**config.mk**
```make
export PLATFORM = sky130hd
export DESIGN_NAME = fp2_mul_arbiter
export DESIGN_NICKNAME = d
export VERILOG_FILES = /design/src/rtl/fp2_mul_arbiter.sv
export SDC_FILE = /design/constraint.sdc
export NUM_CORES = 1
export LEC_CHECK = 0
export ABC_AREA = 1
export CORE_ASPECT_RATIO = 1.75
export CORE_MARGIN = 2
export CORE_UTILIZATION = 62
export CTS_CLUSTER_DIAMETER = 120
export DETAILED_ROUTE_END_ITERATION = 16
export DONT_BUFFER_PORTS = 1
export PLACE_DENSITY_LB_ADDON = 0.05
export SLEW_MARGIN = 40
export SYNTH_ARGS = -nofsm -noshare
export SYNTH_HDL_FRONTEND = slang
export SYNTH_SLANG_ARGS = --single-unit
export TNS_END_PERCENT = 10
```
**constraint.sdc**
```tcl
create_clock -name clk -period 1.62 [get_ports clk]
set_input_delay 0.486 -clock clk [delete_from_list [all_inputs] [get_ports clk]]
set_output_delay 0.486 -clock clk [all_outputs]
set_load 0.05 [all_outputs]
```
**src/rtl/fp2_mul_arbiter.sv**
```systemverilog
// Round-robin arbiter sharing one Fp2 multiplier among N_REQ sequencing controllers.
// Optional watchdog in WAIT enabled by defining FP2_MUL_ARB_TIMEOUT_EN.
module fp2_mul_arbiter #(
    parameter int unsigned N_REQ          = 4,
    parameter int unsigned SEL_W          = $clog2(N_REQ),
    parameter int unsigned TIMEOUT_CYCLES = 4096
) (
    input  logic             clk,
    input  logic             rst,
    input  logic [N_REQ-1:0] req,
    output logic [N_REQ-1:0] grant,
    output logic [N_REQ-1:0] req_done,
    output logic             mul_start,
    input  logic             mul_done,
    output logic [SEL_W-1:0] mul_sel,
    output logic             busy,
    output logic [15:0]      jobs_done,
    output logic             timeout_err
);

    if (N_REQ < 2 || N_REQ > 8 || TIMEOUT_CYCLES < 1) begin : g_bad_cfg
        $error("fp2_mul_arbiter: unsupported parameter set");
    end

    typedef enum logic [1:0] {
        S_IDLE,
        S_START,
        S_WAIT,
        S_DONE
    } state_t;

    state_t           state, state_nx;
    logic [SEL_W-1:0] ptr, ptr_nx, pick, sel_nx;
    logic [N_REQ-1:0] grant_nx, req_done_nx;
    logic             mul_start_nx, busy_nx;
    logic [15:0]      jobs_nx;
    int               idx;

`ifdef FP2_MUL_ARB_TIMEOUT_EN
    localparam int unsigned CNT_W = $clog2(TIMEOUT_CYCLES + 1);
    logic [CNT_W-1:0] wait_cnt;
    logic             to_set;
`endif

    // First requester at or after ptr+1 (mod N_REQ); lowest offset wins.
    always_comb begin
        pick = ptr;
        idx  = 0;
        for (int i = int'(N_REQ); i >= 1; i--) begin
            idx = (int'(ptr) + i) % int'(N_REQ);
            if (req[SEL_W'(idx)]) pick = SEL_W'(idx);
        end
    end

    always_comb begin
        state_nx     = state;
        grant_nx     = grant;
        req_done_nx  = '0;
        mul_start_nx = 1'b0;
        sel_nx       = mul_sel;
        ptr_nx       = ptr;
        jobs_nx      = jobs_done;
`ifdef FP2_MUL_ARB_TIMEOUT_EN
        to_set       = 1'b0;
`endif
        case (state)
            S_IDLE: begin
                grant_nx = '0;
                if (|req) begin
                    state_nx     = S_START;
                    grant_nx     = N_REQ'(1) << pick;
                    sel_nx       = pick;
                    mul_start_nx = 1'b1;
                end
            end
            S_START: state_nx = S_WAIT;
            S_WAIT: begin
                // mul_done wins over a watchdog expiry in the same cycle
                if (mul_done) begin
                    state_nx    = S_DONE;
                    req_done_nx = grant;
                end
`ifdef FP2_MUL_ARB_TIMEOUT_EN
                else if (wait_cnt == CNT_W'(TIMEOUT_CYCLES - 1)) begin
                    state_nx    = S_DONE;
                    req_done_nx = grant;
                    to_set      = 1'b1;
                end
`endif
            end
            S_DONE: begin
                state_nx = S_IDLE;
                grant_nx = '0;
                ptr_nx   = mul_sel;
                jobs_nx  = jobs_done + 16'd1;
            end
            default: state_nx = S_IDLE;
        endcase
        busy_nx = (state_nx != S_IDLE);
    end

    always_ff @(posedge clk or posedge rst) begin
        if (rst) begin
            state     <= S_IDLE;
            ptr       <= SEL_W'(N_REQ - 1);
            grant     <= '0;
            req_done  <= '0;
            mul_start <= 1'b0;
            mul_sel   <= '0;
            busy      <= 1'b0;
            jobs_done <= '0;
        end else begin
            state     <= state_nx;
            ptr       <= ptr_nx;
            grant     <= grant_nx;
            req_done  <= req_done_nx;
            mul_start <= mul_start_nx;
            mul_sel   <= sel_nx;
            busy      <= busy_nx;
            jobs_done <= jobs_nx;
        end
    end

`ifdef FP2_MUL_ARB_TIMEOUT_EN
    // Watchdog: counts WAIT cycles; error flag is sticky until reset.
    always_ff @(posedge clk or posedge rst) begin
        if (rst) begin
            wait_cnt    <= '0;
            timeout_err <= 1'b0;
        end else begin
            if (state == S_START) wait_cnt <= '0;
            else if (state == S_WAIT) wait_cnt <= wait_cnt + CNT_W'(1);
            if (to_set) timeout_err <= 1'b1;
        end
    end
`else
    assign timeout_err = 1'b0;
`endif

endmodule

```
==> impl_results.md <==
- Final hold slack: 0.175 ns
- P_leak: 0.00112 uW
- Final ANT Viol Nets: 0
- Total standard cell area after synthesis: 1660 sq um
- Status: finished, final reports clean
- GRT overflow: 0
- Primary FF master, synth: dfrtp_1
- Synth async-reset ratio: 100%
- P per Cell Area: 1960 nW/um^2
- Share of layout cells above drive strength 1: 29.6%
- Starting Density: 65.9%
- Fin crit share: 96.1%
- Final Power: 3900 uW
- Maximum clock frequency: 642 MHz
- Global placement routability congestion: 0.823
- GR Util All Layers: 24.3%
- CTS tree: yes
- Port Buffers: 0
- Final net count: 235
- CTS max path bufs: 2
- Uppermost layer routed: met4
- CP startpoint: ptr[0]$_DFFE_PP1N_
- Antenna diodes: 0
- WL final: 3.35 mm
- Worst R2R Setup Slack: 0.06 ns
- Slowest CP cell: dfstp_2
- Tightest Pin Transition: 0.545 ns
- CP most frequent cell: nand2_1
- RSZ-0062 raised after global routing: true
- WL met3: 126 um
- Clk_skew: 0.00738 ns
- DIE WIDTH: 43.2 um
- TritonCTS Buffers: 5
- Worst Path Arrival: 1.72 ns
- Row Count: 24
- Hold_buf cts: 0
- Synthesized area per cell: 8.44 sq um
- Synthesized flop and latch total: 32
- First-pass GRT wire length: 5.72 mm
- Max cap viols: 0
- Worst setup margin: 0.0631 ns
- # IOs: 36
- Die Ht: 72.5 um
- Max VDD drop: 1.33 mV
- Largest net degree at the start of global routing: 33
- Area added between synthesis and finish: 19.6%
- DPL Wire Length: 2.55 mm
- Crit. End Element: flip-flop
- Worst R2R Path Depth: 11
- Clock Tree Root: clkbuf_8
- Max Transition Viols Final: 0
- RR Endpoint: grant[1]$_DFFE_PP0P_
- Reg2reg start: ptr[0]$_DFFE_PP1N_
- CTS H-tree depth: 2
- Max stage delay on crit path: 0.62 ns
- Post-synth EDFFs: 0
- Pre-antenna DRT Iters: 4
- Cell Area, Placed: 1800 sq um
- Vias in the first global route: 1347
- DRC Markers: 0
- Routed vias: 1324
- Final setup viols: 0
- Ys Warns: 0
- Critical path peak fanout: 8
- Pre-CTS WS: 0.0129 ns
- Worst min-delay path class: in -> async
- Tmin final: 1.56 ns
- CP Class: reg -> reg
- Worst path cell trace: inv_6 -> nand2_1 -> nand2_2 -> nand2_4 -> nand2_2 -> nor2_1 -> nand2_1 -> nand3_2 -> inv_1 -> nand2_1 -> nand2_1
- Capture point of the worst path: grant[1]$_DFFE_PP0P_
- Wire length per cell: 13.4 um
- Rel. slew slack: 63.6%
- Synth unique cells: 24
- Core area: 2520 sq um
- Die area: 3130 sq um
- WP data required: 1.79 ns
- Clk Latency, worst-skew pair: 0.28 ns
- Clk sinks: 32
- Worst-path clk slew: 0.07 ns
- 1st-iter DRT viols: 19
- Final instance area: 1990 sq um
- Met1 wire length: 1.16 mm
- Initial antenna violation count: 0
- Via-to-Cell Ratio: 5.32
- Syn_nets: 209
- Synth Instances: 197
- Startpoint Class: flip-flop
- Metal2 WL: 2.01 mm
- Seq/Total Area, Yosys: 48.3%
- Fin. Hold Viols: 0
-- metal layers --
layer	global-route usage (%)	vias to the layer above
li1	-	636
met5	0	-
met2	46.4	34
met1	23.7	647
met4	11.4	0
met3	4.98	7
-- timing repair --
item	4_1_cts	5_1_grt
setup endpoints to repair	0	9
buffers inserted	0	5
gates resized for setup	0	21
-- worst min path at each step --
| stage | cells past startpoint | from | slack [ns] | end |
|---|---|---|---|---|
| 6_report | 2 | rst | 0.17 | jobs_done[7]$_DFFE_PP0N_ |
| 2_1_floorplan | 2 | ptr[1]$_DFFE_PP1N_ | 0.54 | ptr[1]$_DFFE_PP1N_ |
| 4_1_cts | 2 | rst | 0.18 | jobs_done[7]$_DFFE_PP0N_ |
| 3_3_place_gp | 2 | rst | 0.47 | jobs_done[14]$_DFFE_PP0N_ |
| 3_5_place_dp | 2 | rst | 0.48 | jobs_done[6]$_DFFE_PP0N_ |
| 5_1_grt | 2 | rst | 0.20 | jobs_done[7]$_DFFE_PP0N_ |
-- cells in the final DEF (no fill, tap or decap), types with 3 or more instances in the layout --
cell type	synthesis	layout
buf_4	1	20
nor2_2	2	3
nand3_1	8	4
ha_1	5	3
xor2_1	9	9
nor2_4	3	3
nand2_4	1	3
nand2_2	10	14
clkbuf_8	0	5
o21ai_0	4	4
inv_1	34	32
nor2_1	12	11
xnor2_1	4	4
dfrtp_1	30	28
nand3_2	0	4
nand2_1	58	52
nand4_1	3	3
-- registers in the layout, summed over array words and instances, names as in the netlist --
register / count
busy: 1
req_done: 4
state: 2
jobs_done: 16
grant: 4
mul_sel: 2
ptr: 2
mul_start: 1
-- critical path, delay by kind of cell, from the launching register on --
| family | cells | cell delay [ns] |
|---|---|---|
| and+or+nand+nor | 9 | 0.72 |
| buffers and inverters | 2 | 0.12 |
| DFF | 1 | 0.62 |
-- report_power, final --
group | internal, uW | switching (uW)
sequential | 1020 | 489
clock | 291 | 269
combinational | 683 | 1150
-- cell usage after synthesis, drive strengths merged, types with 2 or more instances --
cell type | count | share of area [%]
dfstp | 2 | 3.2
nand3 | 8 | 2.4
ha | 5 | 3.8
a21oi | 2 | 0.60
o21bai | 2 | 1.4
nand4 | 3 | 1.1
xnor2 | 4 | 2.1
nor2 | 17 | 5.5
buf | 3 | 1.8
nand2 | 69 | 18
inv | 35 | 8.2
dfrtp | 30 | 45
xor2 | 9 | 4.7
o21ai | 4 | 1.2
-- area by class of cell --
type / count / area [sq um]
well taps: 26 / 32.5
repair buffers: 22 / 181
flip-flops and latches: 32 / 806
multi-input cells: 127 / 756
fillers: 189 / 533
clock inverters: 1 / 5.00
inverters: 35 / 136
clock buffers: 6 / 72.6
-- logic make-up after synthesis --
| kind of cell | Yosys count | synth area share [%] |
|---|---|---|
| compound gates | 10 | 3.99 |
| simple gates | 98 | 26.9 |
| fa+ha+maj | 5 | 3.76 |
| other cells | 1 | 0.226 |
| flops | 32 | 48.3 |
| xor+xnor | 13 | 6.85 |
| buf+inv | 38 | 10.0 |
-- per-stage QoR --
step	setup TNS [ns]	utilization [%]	instances
after floorplan	0	-	197
after global placement	0	71.2	237
after detailed placement	0	71.2	237
after CTS	0	74.3	244
after global routing	-0.0484	78.9	249
final	0	78.9	249
No activity file was read; power rests on OpenSTA's default activity.
